==> src/rtl/alu_pkg.sv <==
// -----------------------------------------------------------------------------
// alu_pkg
// Shared definitions for the ALU arbiter slice: opcode and shift-control
// encodings understood by alu_simple, the arbiter FSM state encoding, the
// default datapath width and a helper that classifies an opcode/shift pair
// as one the ALU actually defines.
// Ports: none (package).
// Optional feature macro referenced by users of op_is_legal: ALU_ARBITER_OPCHK_EN
// -----------------------------------------------------------------------------
package alu_pkg;

    localparam int ALU_DW = 32;

    localparam logic [3:0] OP_ADD = 4'd0;
    localparam logic [3:0] OP_SUB = 4'd1;
    localparam logic [3:0] OP_MUL = 4'd2;
    localparam logic [3:0] OP_OR  = 4'd3;
    localparam logic [3:0] OP_AND = 4'd4;
    localparam logic [3:0] OP_XOR = 4'd5;

    localparam logic [2:0] SR_NONE  = 3'b000;
    localparam logic [2:0] SR_RIGHT = 3'b001;
    localparam logic [2:0] SR_LEFT  = 3'b010;

    typedef enum logic [1:0] {
        IDLE = 2'd0,
        EXEC = 2'd1,
        RESP = 2'd2
    } state_e;

    // A shift request ignores the opcode, so only an unshifted operation
    // needs a defined opcode.
    function automatic logic op_is_legal(input logic [3:0] opcode, input logic [2:0] sr_cont);
        if (sr_cont == SR_NONE) begin
            return opcode <= OP_XOR;
        end
        return (sr_cont == SR_RIGHT) || (sr_cont == SR_LEFT);
    endfunction

endpackage

==> src/rtl/alu_simple.sv <==
// -----------------------------------------------------------------------------
// alu_simple
// Purely combinational ALU. Computes add/sub/mul/or/and/xor of in1_i and
// in2_i truncated to DW bits; a non-zero shift control replaces that result
// with in2_i shifted by sr_bit_i (undefined shift codes return in2_i as is).
// Ports:
//   opcode_i  [3:0]    operation select
//   sr_cont_i [2:0]    shift control (none/right/left)
//   sr_bit_i  [4:0]    shift amount
//   in1_i     [DW-1:0] first operand
//   in2_i     [DW-1:0] second operand, also the shifted value
//   out_o     [DW-1:0] result
// -----------------------------------------------------------------------------
module alu_simple
    import alu_pkg::*;
#(
    parameter int DW = ALU_DW
) (
    input  logic [3:0]    opcode_i,
    input  logic [2:0]    sr_cont_i,
    input  logic [4:0]    sr_bit_i,
    input  logic [DW-1:0] in1_i,
    input  logic [DW-1:0] in2_i,
    output logic [DW-1:0] out_o
);

    logic [DW-1:0] arith;

    always_comb begin
        arith = '0;
        case (opcode_i)
            OP_ADD:  arith = in1_i + in2_i;
            OP_SUB:  arith = in1_i - in2_i;
            OP_MUL:  arith = in1_i * in2_i;
            OP_OR:   arith = in1_i | in2_i;
            OP_AND:  arith = in1_i & in2_i;
            OP_XOR:  arith = in1_i ^ in2_i;
            default: arith = '0;
        endcase

        // Shift control takes priority over the opcode result.
        out_o = arith;
        case (sr_cont_i)
            SR_NONE:  out_o = arith;
            SR_RIGHT: out_o = in2_i >> sr_bit_i;
            SR_LEFT:  out_o = in2_i << sr_bit_i;
            default:  out_o = in2_i;
        endcase
    end

endmodule

==> src/rtl/alu_arbiter.sv <==
// -----------------------------------------------------------------------------
// alu_arbiter
// Round-robin arbiter sharing one alu_simple between NUM_REQ requesters.
// The winner's payload is latched, the ALU settles for EXEC_CYCLES cycles,
// and the result is held on rsp_data until the granted requester accepts it.
// Optional feature macro: ALU_ARBITER_OPCHK_EN -- when defined, undefined
// opcode/shift combinations bypass the ALU and answer with rsp_err=1 and
// rsp_data=0; when undefined, rsp_err is tied low.
// Ports:
//   clk, rst_n                 clock, asynchronous active-low reset
//   req_valid/req_ready        per-requester request handshake
//   req_opcode/sr_cont/sr_bit  packed per-requester ALU controls
//   req_a/req_b                packed per-requester operands
//   rsp_valid/rsp_ready        per-requester response handshake
//   rsp_data, rsp_err          shared response bus and illegal-op flag
//   busy                       high whenever the FSM is not IDLE
// -----------------------------------------------------------------------------
module alu_arbiter
    import alu_pkg::*;
#(
    parameter int NUM_REQ     = 2,
    parameter int EXEC_CYCLES = 1,
    parameter int DW          = ALU_DW
) (
    input  logic                  clk,
    input  logic                  rst_n,
    input  logic [NUM_REQ-1:0]    req_valid,
    output logic [NUM_REQ-1:0]    req_ready,
    input  logic [4*NUM_REQ-1:0]  req_opcode,
    input  logic [3*NUM_REQ-1:0]  req_sr_cont,
    input  logic [5*NUM_REQ-1:0]  req_sr_bit,
    input  logic [DW*NUM_REQ-1:0] req_a,
    input  logic [DW*NUM_REQ-1:0] req_b,
    output logic [NUM_REQ-1:0]    rsp_valid,
    input  logic [NUM_REQ-1:0]    rsp_ready,
    output logic [DW-1:0]         rsp_data,
    output logic                  rsp_err,
    output logic                  busy
);

    localparam int IW = (NUM_REQ > 1) ? $clog2(NUM_REQ) : 1;

    state_e             state_q;
    logic [IW-1:0]      rr_ptr_q;
    logic [IW-1:0]      gnt_q;
    logic [2:0]         exec_cnt_q;
    logic [3:0]         opcode_q;
    logic [2:0]         sr_cont_q;
    logic [4:0]         sr_bit_q;
    logic [DW-1:0]      a_q;
    logic [DW-1:0]      b_q;
    logic [DW-1:0]      rsp_data_q;
    logic [NUM_REQ-1:0] rsp_valid_q;

    logic [IW-1:0]      pick;
    logic [NUM_REQ-1:0] pick_oh;
    logic [NUM_REQ-1:0] gnt_oh;
    logic [3:0]         pick_opcode;
    logic [2:0]         pick_sr_cont;
    logic [4:0]         pick_sr_bit;
    logic [DW-1:0]      pick_a;
    logic [DW-1:0]      pick_b;
    logic [DW-1:0]      alu_out;

    // Index arithmetic modulo NUM_REQ; step never exceeds NUM_REQ-1, so a
    // single wrap is enough for any requester count, power of two or not.
    function automatic logic [IW-1:0] wrap_inc(input logic [IW-1:0] idx, input int step);
        int j;
        j = int'(idx) + step;
        if (j >= NUM_REQ) begin
            j = j - NUM_REQ;
        end
        return IW'(j);
    endfunction

    // First valid requester at or after ptr, wrapping around.
    function automatic logic [IW-1:0] rr_pick(input logic [NUM_REQ-1:0] v, input logic [IW-1:0] ptr);
        logic [IW-1:0] idx;
        logic [IW-1:0] sel;
        logic          found;
        sel   = ptr;
        found = 1'b0;
        for (int k = 0; k < NUM_REQ; k++) begin
            idx = wrap_inc(ptr, k);
            if (!found && v[idx]) begin
                sel   = idx;
                found = 1'b1;
            end
        end
        return sel;
    endfunction

    assign pick         = rr_pick(req_valid, rr_ptr_q);
    assign pick_oh      = NUM_REQ'(1) << pick;
    assign gnt_oh       = NUM_REQ'(1) << gnt_q;
    assign pick_opcode  = req_opcode[4*int'(pick) +: 4];
    assign pick_sr_cont = req_sr_cont[3*int'(pick) +: 3];
    assign pick_sr_bit  = req_sr_bit[5*int'(pick) +: 5];
    assign pick_a       = req_a[DW*int'(pick) +: DW];
    assign pick_b       = req_b[DW*int'(pick) +: DW];

    // Ready is gated by rst_n so nothing looks accepted while reset is held.
    assign req_ready = (state_q == IDLE && rst_n && (|req_valid)) ? pick_oh : '0;
    assign busy      = (state_q != IDLE);
    assign rsp_valid = rsp_valid_q;
    assign rsp_data  = rsp_data_q;

    // The ALU only ever sees the latched payload, so requesters may change
    // their inputs as soon as the transfer edge has passed.
    alu_simple #(.DW(DW)) u_alu (
        .opcode_i  (opcode_q),
        .sr_cont_i (sr_cont_q),
        .sr_bit_i  (sr_bit_q),
        .in1_i     (a_q),
        .in2_i     (b_q),
        .out_o     (alu_out)
    );

`ifdef ALU_ARBITER_OPCHK_EN
    logic rsp_err_q;
    assign rsp_err = rsp_err_q;
`else
    assign rsp_err = 1'b0;
`endif

    always_ff @(posedge clk or negedge rst_n) begin
        if (!rst_n) begin
            state_q     <= IDLE;
            rr_ptr_q    <= '0;
            gnt_q       <= '0;
            exec_cnt_q  <= '0;
            opcode_q    <= '0;
            sr_cont_q   <= '0;
            sr_bit_q    <= '0;
            a_q         <= '0;
            b_q         <= '0;
            rsp_data_q  <= '0;
            rsp_valid_q <= '0;
`ifdef ALU_ARBITER_OPCHK_EN
            rsp_err_q   <= 1'b0;
`endif
        end else begin
            case (state_q)
                IDLE: begin
                    if (|req_valid) begin
                        gnt_q     <= pick;
                        opcode_q  <= pick_opcode;
                        sr_cont_q <= pick_sr_cont;
                        sr_bit_q  <= pick_sr_bit;
                        a_q       <= pick_a;
                        b_q       <= pick_b;
`ifdef ALU_ARBITER_OPCHK_EN
                        // Undefined operations answer immediately without using the ALU.
                        if (!op_is_legal(pick_opcode, pick_sr_cont)) begin
                            rsp_data_q  <= '0;
                            rsp_err_q   <= 1'b1;
                            rsp_valid_q <= pick_oh;
                            state_q     <= RESP;
                        end else
`endif
                        begin
                            exec_cnt_q <= 3'(EXEC_CYCLES - 1);
                            state_q    <= EXEC;
                        end
                    end
                end
                EXEC: begin
                    if (exec_cnt_q == 3'd0) begin
                        rsp_data_q  <= alu_out;
                        rsp_valid_q <= gnt_oh;
                        state_q     <= RESP;
                    end else begin
                        exec_cnt_q <= exec_cnt_q - 3'd1;
                    end
                end
                RESP: begin
                    if (rsp_ready[gnt_q]) begin
                        rsp_valid_q <= '0;
`ifdef ALU_ARBITER_OPCHK_EN
                        rsp_err_q   <= 1'b0;
`endif
                        rr_ptr_q    <= wrap_inc(gnt_q, 1);
                        state_q     <= IDLE;
                    end
                end
                default: state_q <= IDLE;
            endcase
        end
    end

endmodule

==> config.mk <==
export PLATFORM = sky130hd
export DESIGN_NAME = alu_arbiter
export DESIGN_NICKNAME = d
export VERILOG_FILES = /design/src/rtl/alu_pkg.sv /design/src/rtl/alu_simple.sv /design/src/rtl/alu_arbiter.sv
export SDC_FILE = /design/constraint.sdc
export NUM_CORES = 2
export LEC_CHECK = 0
export ABC_AREA = 1
export CAP_MARGIN = 30
export CORE_MARGIN = 3
export CORE_UTILIZATION = 42
export DETAILED_ROUTE_END_ITERATION = 12
export PLACE_DENSITY_LB_ADDON = 0.2
export REMOVE_ABC_BUFFERS = 1
export SKIP_LAST_GASP = 1
export SYNTH_ARGS = -nofsm -noshare
export SYNTH_HDL_FRONTEND = slang
export SYNTH_SLANG_ARGS = --single-unit
==> constraint.sdc <==
create_clock -name clk -period 7.7 [get_ports clk]
set_input_delay 1.925 -clock clk [delete_from_list [all_inputs] [get_ports clk]]
set_output_delay 1.925 -clock clk [all_outputs]
set_load 0.02 [all_outputs]
* Word level (Yosys, flattened, before mapping)
Index checks and enable logic that the tools add are counted.
** Operators by class
- Add/sub/neg operators :: 8
- Multipliers :: 3
- Divide/modulo/power cells :: 0
- Magnitude comparators :: 6
- Eq/ne operators :: 13
- Shifts and indexed selects :: 9
- Muxes and demuxes :: 24
- Bitwise logic cells :: 3
- Reductions and logical operators :: 18
** Operator list (count)
- $pmux 32 s6 :: 1
- $shiftx 64x7->32 :: 2
- $pmux 32 s3 :: 1
- $add 32x32->32 :: 1
- $and 32x32->32 :: 1
- $mul 32x32->32 :: 1
- $or 32x32->32 :: 1
- $shl 32x5->32 :: 1
- $shr 32x5->32 :: 1
- $sub 32x32->32 :: 1
- $xor 32x32->32 :: 1
- $mux 1 :: 12
- $mux 2 :: 5
- $shiftx 10x5->5 :: 1
- $reduce_and 3->1 :: 3
- $eq 4x2->1 const B :: 2
- $eq 4x3->1 const B :: 2
- $shiftx 8x4->4 :: 1
- $logic_not 3->1 :: 2
- $lt 1x2->1 const B :: 3
- $mux 3 :: 2
- $ne 2x2->1 const B :: 3
- $pmux 2 s3 :: 1
- $pmux 3 s2 :: 1
- other kinds (23) :: 34
** Storage, ports and cells
- Bits in registers :: 117
- Latch bits :: 0
- Bits in writable memories :: 0
- Bits in read-only memories :: 0
- Input port bits :: 158
- Output and inout port bits :: 38
- Word-level logic and storage cells :: 95
- Memories kept :: 0

* Logic depth before layout (Yosys ltp)
- Depth in word-level cells :: 10
- Gate-level depth with buffers :: 42
- Mapped depth without buffers :: 39

* Hierarchy
From an unflattened synthesis, not the netlist that was laid out.
** Second synthesis, totals
- Cells, all modules :: 4600
- Area total of the unflattened synthesis :: 30524.3 µm²
** Modules (own cells, without submodules)
- alu_simple :: instances 1, cells each 3746, area an instance 24489.7 µm², seq. area each 0.0 µm²
- alu_arbiter :: instances 1, cells each 854, area an instance 6034.5 µm², seq. area each 2927.8 µm²

* Worst setup path before layout
Ideal clock, no wire load.
- Kind :: reg2reg
- Start point :: reg b_q[3]
- End point :: reg rsp_data_q[26], in the netlist rsp_data[26]
- Setup time :: 0.117 ns
- Data arrival time :: 6.721 ns
- Data required time :: 7.583 ns
- Setup slack :: 0.862 ns
- Cell stages (with the launch flop) :: 33
- Buffers on the path :: 3
- Period minus slack after synthesis :: 6.838 ns
- Cells stage by stage :: dfrtp_1 buf_2 buf_1 buf_1 nand2_1 inv_1 fa_1 inv_1 fa_1 fa_1 fa_1 inv_1 fa_1 inv_1 fa_1 inv_1 fa_1 fa_1 ha_1 nand4_1 nor3_1 nand4_1 nand3_1 a21o_1 nand2_1 nand2_1 a21oi_1 o21ai_0 nand3_1 nand2_1 nand2_1 nand2_1 nand2_1
** On the way
- Longest elaborated chain between the ends :: 3
- Elaborated cells between the ends (all ways) :: 7
- Those cells by class :: add/sub (2); mul (1); shift (2); mux (2)
** Ends and longest elaborated chain
- from (decl) :: RTL line alu_arbiter.sv:51 : logic [DW-1:0] b_q;
- from (signal assigned) :: RTL line alu_arbiter.sv:151 : b_q <= pick_b;
- $mul 32x32->32 (tied with other cells) :: RTL line alu_simple.sv:34 : OP_MUL: arith = in1_i * in2_i;
- $pmux 32 s6 :: RTL line alu_simple.sv:31 : case (opcode_i)
- $pmux 32 s3 * :: RTL line alu_simple.sv:43 : case (sr_cont_i)
- to (signal assigned) :: RTL line alu_arbiter.sv:169 : rsp_data_q <= alu_out;
- to (decl) :: RTL line alu_arbiter.sv:52 : logic [DW-1:0] rsp_data_q;
Mark *: on every way between the ends. The rest lies on a longest branch, timed or not.
A chain may end at the register's enable or synchronous reset.

* Worst setup path in the final report
- Start point :: reg b_q[7]
- End point :: reg rsp_data_q[26], in the netlist rsp_data[26]
The elaborated chain is that of the path after synthesis.

==> run metrics <==
vias in the first global route=29200; die width=271 µm; gp weighted congestion=1.00; final hold vios=0; CP max FO=13; crit path time final=7.45 ns; Async S/R FF share, synth=100%; TritonCTS buffer count=17; largest stage delay on the critical path=0.58 ns; DIE AREA=73200 µm²; Max Clock Freq=134 MHz; largest net degree at the start of global routing=87; worst setup margin=0.249 ns; share of post-route cells with drive strength above 1=5.47%; Synthesis Warnings=0; clock skew=0.0103 ns; max-cap viol count=0; Syn Inst Count=4266; TritonCTS clock tree=yes; top-area cell type share of the netlist area=27.9%; area leader, netlist=fa_1; worst endpoint data arrival time=7.83 ns; CP max stage cell=fa_1; crit share post-route=96.8%; relative slew slack=25.2%; Starting DRT DRC Count=2502; Non-Filler Instances=5353; die height=271 µm; io pins=196; clock latency at the later pin of the worst-skew pair=0.48 ns; clk buf depth=2; core area=68900 µm²; Root Buffer=clkbuf_16; global-route wire length before repair=180000 µm; most frequent CP cell=fa_1; # nets final=5197; DR pass1 iterations=6; Register Area=2930 µm²; final wirelength=119000 µm; number of vias in the routed layout=28800; FF+latch count, synth=117; multi-input logic area=21900 µm²; smallest hold slack=0.484 ns; crit end category=flip-flop; synth cell count leaders=nand2_1, inv_1, fa_1; Layout area overhead=14.0%; DR WL/cell=22.2 µm; Final setup violation count=0; cts hold-fix bufs=0; synth unique cells=57; DRC viols=0; half-perimeter wire length after placement=97100 µm; initial antenna violation count=5; top-count cell post-synth=nand2_1; Worst-path clk slew=0.07 ns; # placed instances=5321; vias per cell=5.38; Syn Std Cell Area=29400 µm²; kind of critical path=reg -> reg; synthesized area per cell=6.89 µm²; count of input and output buffers=194; outcome=complete, no violations; Max Slew Vio Count=0; worst hold path type=reg -> reg; ys flop type=dfrtp_1; CTS HTree Levels=4; CTS sink count=117; FP Rows=96; DP Worst Slack=0.277 ns; Routed Antenna Nets=0; fill cell count=7117; GRT overflow=0; Synth area leaders=fa_1, nand2_1, inv_1; TNS Setup=0 ns; RSZ-0062 raised after global routing=yes; Slew @ Worst Pin=1.09 ns; sequential-to-total area share from yosys stat=9.96%; startpoint type of the worst setup path=flip-flop; Req. time, crit path=8.07 ns; Tot GR Track Use=32.6%; Inserted Diodes=0; starting density of the core=42.6%; number of synthesized flops with an enable pin=0
## state kept, by name, summed over array words and instances (netlist names), 2 cells and up
register and cells:
exec_cnt_q 3, sr_cont_q 3, rsp_valid 2, opcode_q 4, state_q 2, b_q 32
rsp_data 32, a_q 32, sr_bit_q 5
## worst max-delay path, delay by kind of cell (launching register included)
kind	cells	cell delay, ns
fa+ha+maj	9	4.27
compound gates	5	1.14
buf+inv	5	0.71
simple gates	9	0.69
flops	1	0.55
## worst paths after layout
kind,from,cells after the start,to,slack [ns]
max reg2reg,b_q[7]$_DFFE_PN0P_,28,rsp_data[26]$_DFFE_PN0P_,0.25
max in group asynchronous,rst_n,2,a_q[8]$_DFFE_PN0P_,4.91
min,rsp_data[0]$_DFFE_PN0P_,2,rsp_data[0]$_DFFE_PN0P_,0.48
min reg2reg,rsp_data[0]$_DFFE_PN0P_,2,rsp_data[0]$_DFFE_PN0P_,0.48
min in group asynchronous,rst_n,1,b_q[14]$_DFFE_PN0P_,1.49
max,b_q[7]$_DFFE_PN0P_,28,rsp_data[26]$_DFFE_PN0P_,0.25
## per-layer routing
layer	track usage, %	wire length, µm
met1	43.5	49400
met2	51.8	53100
met5	0.724	98
met3	6.79	10700
met4	13.1	5410
## through the flow
stage	utilization (%)	cell area (µm²)
3_5_place_dp	47.7	32900
6_report	48.6	33500
5_1_grt	48.6	33500
4_1_cts	48.6	33500
3_3_place_gp	47.7	32900
2_1_floorplan	-	28400
## placed cells by master, fill, tap and decap left out, types with 15 or more instances in the layout
cell type	instances
o21bai_1	15
nand2_1	1076
dfrtp_1	114
o211ai_1	25
nor3_1	31
fa_1	409
clkdlybuf4s50_1	193
o22ai_1	83
nand3_1	134
buf_4	156
o21ai_1	19
inv_1	942
xor2_1	43
a221oi_1	32
or2_2	16
nor2_1	242
a21oi_1	149
nand4_1	16
clkbuf_16	17
o21ai_0	296
ha_1	221
## final cells by class
class | instances | area share, %
inverter | 955 | 10.7
clock buffer | 19 | 1.29
tap | 931 | 3.48
timing repair buffer | 360 | 9.83
clock inverter | 13 | 0.441
multi-input combinational | 2958 | 65.5
sequential | 117 | 8.75
## cell families (layout without fill, tap and decap cells)
kind of cell,after synthesis,count (layout),share of synthesized area [%]
AOI/OAI and AO/OA,711,711,14.1
xor gates and xnor gates,50,50,1.49
adders and majority gates,630,630,37.3
buffers and inverters,1191,1347,15.5
DFF,117,117,9.96
muxes,14,14,0.477
other,1,1,0.0128
and+or+nand+nor,1552,1552,21.3
## what timing repair did
action / 4_1_cts / 5_1_grt
gates resized for setup: 0 / 3
buffers inserted: 0 / 0
endpoints found under the setup margin: 0 / 4
Power is not shown: default switching activity piles up to over one toggle a cycle in this logic, so the estimate is an artifact.
